File: src/rtl/popcount21_kgen.sv
// Enumerates every 21-bit vector with exactly k ones, in ascending order,
// through a valid/ready stream. Successors come from Gosper's rule.
module popcount21_kgen (
    input  logic        clk,
    input  logic        rst_n,
    input  logic        start,
    input  logic [4:0]  k_in,
    input  logic        vec_ready,
    output logic        vec_valid,
    output logic [20:0] vec_out,
    output logic [18:0] vec_idx,
    output logic        busy,
    output logic        done,
    output logic [18:0] total_out,
    output logic        err
);

    typedef enum logic {IDLE, RUN} state_t;

    state_t      state;
    logic        k_zero;
    logic [21:0] x;
    logic [21:0] c;
    logic [21:0] r;
    logic [21:0] spread;
    logic [4:0]  low_pos;
    logic [20:0] next_vec;
    logic [20:0] init_vec;
    logic        last;

    // Gosper successor; the divide by c is a shift by the position of the lowest one.
    always_comb begin
        x       = {1'b0, vec_out};
        c       = x & (~x + 22'd1);
        r       = x + c;
        low_pos = 5'd0;
        for (int i = 20; i >= 0; i--) begin
            if (vec_out[i]) low_pos = 5'(i);
        end
        spread   = ((r ^ x) >> 2) >> low_pos;
        next_vec = 21'(r | spread);
        last     = r[21] | k_zero;
        init_vec = 21'((22'd1 << k_in) - 22'd1);
    end

    always_ff @(posedge clk or negedge rst_n) begin
        if (!rst_n) begin
            state     <= IDLE;
            k_zero    <= 1'b0;
            vec_valid <= 1'b0;
            vec_out   <= '0;
            vec_idx   <= '0;
            busy      <= 1'b0;
            done      <= 1'b0;
            total_out <= '0;
            err       <= 1'b0;
        end else begin
            done <= 1'b0;
            err  <= 1'b0;
            case (state)
                IDLE: begin
                    if (start) begin
                        if (k_in <= 5'd21) begin
                            state     <= RUN;
                            busy      <= 1'b1;
                            vec_valid <= 1'b1;
                            vec_out   <= init_vec;
                            vec_idx   <= '0;
                            k_zero    <= (k_in == 5'd0);
                        end else begin
                            err <= 1'b1;
                        end
                    end
                end
                RUN: begin
                    if (vec_valid && vec_ready) begin
                        if (last) begin
                            state     <= IDLE;
                            vec_valid <= 1'b0;
                            busy      <= 1'b0;
                            done      <= 1'b1;
                            total_out <= vec_idx + 19'd1;
                        end else begin
                            vec_out <= next_vec;
                            vec_idx <= vec_idx + 19'd1;
                        end
                    end
                end
                default: state <= IDLE;
            endcase
        end
    end

endmodule

File: config.mk
export PLATFORM = sky130hd
export DESIGN_NAME = popcount21_kgen
export DESIGN_NICKNAME = d
export VERILOG_FILES = /design/src/rtl/popcount21_kgen.sv
export SDC_FILE = /design/constraint.sdc
export NUM_CORES = 1
export LEC_CHECK = 0
export CELL_PAD_IN_SITES_DETAIL_PLACEMENT = 0
export CELL_PAD_IN_SITES_GLOBAL_PLACEMENT = 1
export CORE_AREA = 2 2 125 127
export DETAILED_ROUTE_END_ITERATION = 10
export DIE_AREA = 0 0 127 129
export HOLD_SLACK_MARGIN = 0.15
export PLACE_DENSITY_LB_ADDON = 0.12
export SLEW_MARGIN = 15
export SYNTH_ARGS = -nofsm -noshare
export SYNTH_HDL_FRONTEND = slang
export SYNTH_SLANG_ARGS = --single-unit
File: constraint.sdc
create_clock -name clk -period 4.9 [get_ports clk]
set_input_delay 0.49 -clock clk [delete_from_list [all_inputs] [get_ports clk]]
set_output_delay 0.49 -clock clk [all_outputs]
set_load 0.02 [all_outputs]
Word-level counts from Yosys, hierarchy flattened
Cells that the tools add are included.
Cells by class
  $add $sub $neg: 4
  order comparisons: 1
  equal/unequal tests: 5
  shifts and indexed selects: 2
  mux-type cells: 47
  bitwise operators: 6
  reduce and logical (&&, ||, !) cells: 6
Operators with widths (count)
  5-bit 2-to-1 mux: 21
  21-bit 2-to-1 mux: 4
  19-bit 2-to-1 mux: 4
  21-bit case mux with 2 select lines: 1
  19-bit case mux with 2 select lines: 1
  21-bit by 22-bit adder with 22-bit output: 1
  22-bit by 1-bit adder with 22-bit output (second input constant): 1
  21-bit by 22-bit AND with 22-bit output: 1
  21-bit NOT with 22-bit output: 1
  22-bit by 21-bit bitwise XOR with 22-bit output: 1
  21-bit bitwise OR: 1
  1-bit by 5-bit left shift with 21-bit output (first input constant): 1
  20-bit by 5-bit right shift with 21-bit output: 1
  21-bit by 1-bit subtractor with 21-bit output (second input constant): 1
  19-bit by 1-bit adder with 19-bit output (second input constant): 1
  1-bit 2-to-1 mux: 14
  4-bit AND reduction: 2
  2-bit inequality test (second input constant): 3
  3-bit AND reduction: 2
  5-bit <= comparator (second input constant): 1
  5-bit zero test: 1
  2-bit by 1-bit inequality test with 1-bit output (second input constant): 2
  1-bit case mux with 2 select lines: 2
  1-bit logical AND: 1
  other kinds (2): 2
Storage, ports and cells
  register bits: 64
  input bits: 9
  output and inout bits: 63
  logic and storage cells: 79

Logic depth before layout (Yosys ltp)
  depth in word-level cells: 26
  depth in mapped cells: 12
  depth with buffers taken out: 10

Least setup slack after synthesis
OpenSTA, ideal clock, no wires.
  path kind: reg2reg
  start: reg vec_out[6]
  end: reg vec_out[15]
  setup time: 0.132 ns
  arrival time: 2.642 ns
  path slack: 2.125 ns
  stages on the path, launching flop included: 12
  period minus slack after synthesis: 2.775 ns
  path through: dfrtp_1 buf_2 or4_1 nor4_4 and3_1 o21ai_2 o2111ai_1 buf_2 a211o_1 a21oi_1 a211oi_1 o41ai_1
On the way
  longest elaborated chain between the ends: 12
Ends and longest elaborated chain
  from (decl): RTL line 10  | output logic [20:0] vec_out,
  from (signal assigned): RTL line 67  | vec_out <= init_vec;
  from (signal assigned): RTL line 84  | vec_out <= next_vec;
  parallel branches: the longest is 12 deep, another holds 22-bit by 1-bit adder with 22-bit output
Several ways; the timed one is not identified. The select of a mux whose other input is x is not followed.
A chain may end at the register's enable or synchronous reset.

Worst setup path after layout
  start: reg vec_out[0]
  end: reg vec_out[3]
On the way
  longest elaborated chain between the ends: 10
Ends and longest elaborated chain
  21-bit NOT with 22-bit output: RTL line 34  | c = x & (~x + 22'd1);
  22-bit by 1-bit adder with 22-bit output: RTL line 34
  21-bit by 22-bit AND with 22-bit output: RTL line 34
  21-bit by 22-bit adder with 22-bit output: RTL line 35  | r = x + c;
  22-bit by 21-bit bitwise XOR with 22-bit output: RTL line 40  | spread = ((r ^ x) >> 2) >> low_pos;
  20-bit by 5-bit right shift with 21-bit output: RTL line 40
  21-bit bitwise OR: RTL line 41  | next_vec = 21'(r | spread);
  21-bit 2-to-1 mux: RTL line 77  | if (last) begin
  21-bit 2-to-1 mux: RTL line 76  | if (vec_valid && vec_ready) begin
  21-bit case mux with 2 select lines: RTL line 60  | case (state)
Several ways; a longest one is shown, not always the timed one. The select of a mux whose other input is x is not followed.

==> flow_summary.json <==
{
  "worstPathRequired_ns": 5.08,
  "synth.top_cell.area_share": 0.272,
  "grt_max_degree": 65,
  "via_per_inst": 6.54,
  "ir_drop_v": 0.000249,
  "numCtsBuffers": 9,
  "wl_per_cell_um": 22.7,
  "grtUsageMet1": 0.392,
  "skew_ns": 0.0135,
  "area_growth_pct": 19.2,
  "cts_tree": "done",
  "cpPeakStageDelay_ns": 0.63,
  "row_count": 45,
  "num-fill-cells": 1493,
  "antenna_found_initial": 0,
  "r2r_cells": 10,
  "start_util": 0.394,
  "use_met3": 0.0603,
  "r2r-start": "vec_out[0]",
  "dr.pass1.iters": 5,
  "drtAntennaViolNets": 0,
  "dpl.cell_count": 1018,
  "synth.avg_cell_area_sq_um": 7.33,
  "drive_gt1_frac": 0.0981,
  "hold_viol_final": 0,
  "htreeDepth": 3,
  "fin_crit_ns": 3.81,
  "grt_busiest_layer": "met2",
  "synthTopCellsByCount": "121 x nand2_1, 85 x o21ai_0, 80 x nor2_1, 64 x dfrtp_1, 40 x a21oi_1",
  "syn_inst": 805,
  "tightestPinTransition_ns": 0.898,
  "grt_pass1_vias": 6270,
  "r2r_slack_ns": 1.09,
  "die_y_um": 129,
  "arrival_ns": 3.99,
  "setup_viol": 0,
  "root_buffer": "clkbuf_16",
  "coreArea_sq_um": 15000,
  "hp-class": "in2async",
  "synth.distinct_cells": 84,
  "cts_sinks": 64,
  "synthFlopType": "dfrtp_1",
  "path_buf_inv": 1,
  "seq_area_frac_synth": 0.272,
  "slew_headroom": 0.401,
  "routabilityCongestion": 0.994,
  "path_class": "reg2reg",
  "cp_cell_sequence": "buf_4 > nor2b_1 > nor4b_2 > o31ai_1 > nand2_1 > and3_1 > mux2i_1 > a21oi_1 > a2111oi_0 > a221oi_1",
  "drt_iter0_drc": 755,
  "cts-resized-gates": 0,
  "worst_setup_path_end_kind": "flop",
  "drv_slew": 0,
  "async_flop_share": 1.00,
  "layout.cells.non_filler": 1034,
  "netlist_top_cells_area": "dfrtp_1 27%, nand2_1 7.7%, o21ai_0 7.2%, nor2_1 5.1%, a21oi_1 3.4%",
  "power.total_w": 0.00387,
  "yosys.area.top_type": "dfrtp_1",
  "grt_overflow": 0,
  "hold_ws_ns": 0.357,
  "post-dp-hpwl_um": 17100,
  "crit_path_start_kind": "flop",
  "num-nets-final": 852,
  "pre_cts_ws_ns": 1.04,
  "ys_ff_latch": 64,
  "period_share": 0.778,
  "fin_tns_setup_ns": 0,
  "syn_area_sq_um": 5900,
  "drc": 0,
  "timing.final.ws_setup_ns": 1.09,
  "synth.most_common_cell": "nand2_1",
  "grt_use_total": 0.289,
  "rsz0062_at_grt": "no",
  "ctsHoldBuffers": 0,
  "power.density_nw_per_um2": 550,
  "yosysWarnings": 0,
  "status": "completed",
  "clockBufferDepth": 2,
  "top_level_ports": 72,
  "diodes": 0,
  "clock_latency_ns": 0.34,
  "syn_nets": 816,
  "routed_wl_um": 23400,
  "synth_edf_count": 0,
  "clkTransAtPathRegs_ns": 0.06,
  "io_buffers": 71,
  "regToRegEndpoint": "vec_out[3]",
  "dieArea_sq_um": 16400,
  "fmax_ghz": 0.262,
  "grtUsageMet2": 0.439,
  "critPathMaxFanout": 17,
  "crit_slowest_cell": "dfrtp_1",
  "grt_pass1_wl_um": 36700,
  "p_leak_nw": 2.63,
  "dieWidth_um": 127,
  "vias": 6764,
  "cap_violations": 0,
  "path_delay_family": "compound AO/OA/AOI/OAI gates",
  "post_cts_buffers": 0
}
final cells by class:
class / count / area, sq um / area share
clock buffer: 11 / 233 / 0.0331
timing repair buffer: 92 / 863 / 0.123
clock inverter: 5 / 81.3 / 0.0116
inverter: 19 / 71.3 / 0.0101
tap: 188 / 235 / 0.0335
sequential: 64 / 1600 / 0.228
multi-input combinational: 655 / 3950 / 0.561
logic make-up (layout without fill, tap and decap cells):
logic type,after synthesis,count (layout),synth area share
xor+xnor,20,20,0.0297
flops,64,64,0.272
fa+ha+maj,2,2,0.00424
compound gates,274,274,0.314
buf+inv,86,127,0.0628
mux,11,11,0.0199
simple gates,348,348,0.298
sequential cells by signal, summed over array words and instances (netlist names):
name,cells
vec_idx,19
vec_out,21
err,1
total_out,19
state,1
done,1
busy,1
k_zero,1
layout by cell type, fill, tap and decap left out, types with 4 or more instances in the layout:
cell type        instances
nand2_1                121
o21ai_0                 85
nor2_1                  80
clkdlybuf4s50_1         70
dfrtp_1                 64
a21oi_1                 40
nand3_1                 32
buf_4                   21
a31oi_1                 20
inv_1                   19
nor3_1                  18
xnor2_1                 14
o211ai_1                14
a211oi_1                14
nand2b_1                13
and3_1                  12
nand4_1                 11
o31ai_1                 11
and2_1                  10
o21ai_1                 10
a221oi_1                10
clkbuf_16                9
or2_2                    8
mux2i_1                  8
or4_1                    6
xor2_1                   6
nor2b_1                  5
nor4_2                   5
a2111oi_0                5
nor4_1                   5
o31a_1                   5
nor4_4                   4
o21ai_2                  4
report_power, final:
part / internal, W / switching (W) / leakage [nW]
clock network: 0.000446 / 0.000252 / 0.150
logic: 0.000802 / 0.00136 / 1.68
registers: 0.000634 / 0.000372 / 0.803
routing by layer:
metal,vias up,wire [um]
li1,3041,-
met1,3239,10200
met2,401,10100
met3,83,1940
met4,0,1170
met5,-,0
worst max path at each step:
stage | startpoint | to | slack [ns] | cells after the start
after global routing | vec_out[0] | vec_out[3] | 0.85 | 10
after detailed placement | k_in[2] | vec_out[10] | 1.04 | 8
final | vec_out[0] | vec_out[3] | 1.09 | 10
after CTS | vec_out[0] | vec_out[3] | 1.31 | 10
after global placement | k_in[2] | vec_out[4] | 1.0 | 9
after floorplan | vec_out[6] | vec_out[15] | 2.13 | 11
stage by stage:
stage | area (sq um) | util
after floorplan | 5900 | -
after global placement | 6720 | 0.448
after detailed placement | 6720 | 0.448
after CTS | 7030 | 0.469
after global routing | 7030 | 0.469
final | 7030 | 0.469
No activity file was read; power rests on OpenSTA's default activity.
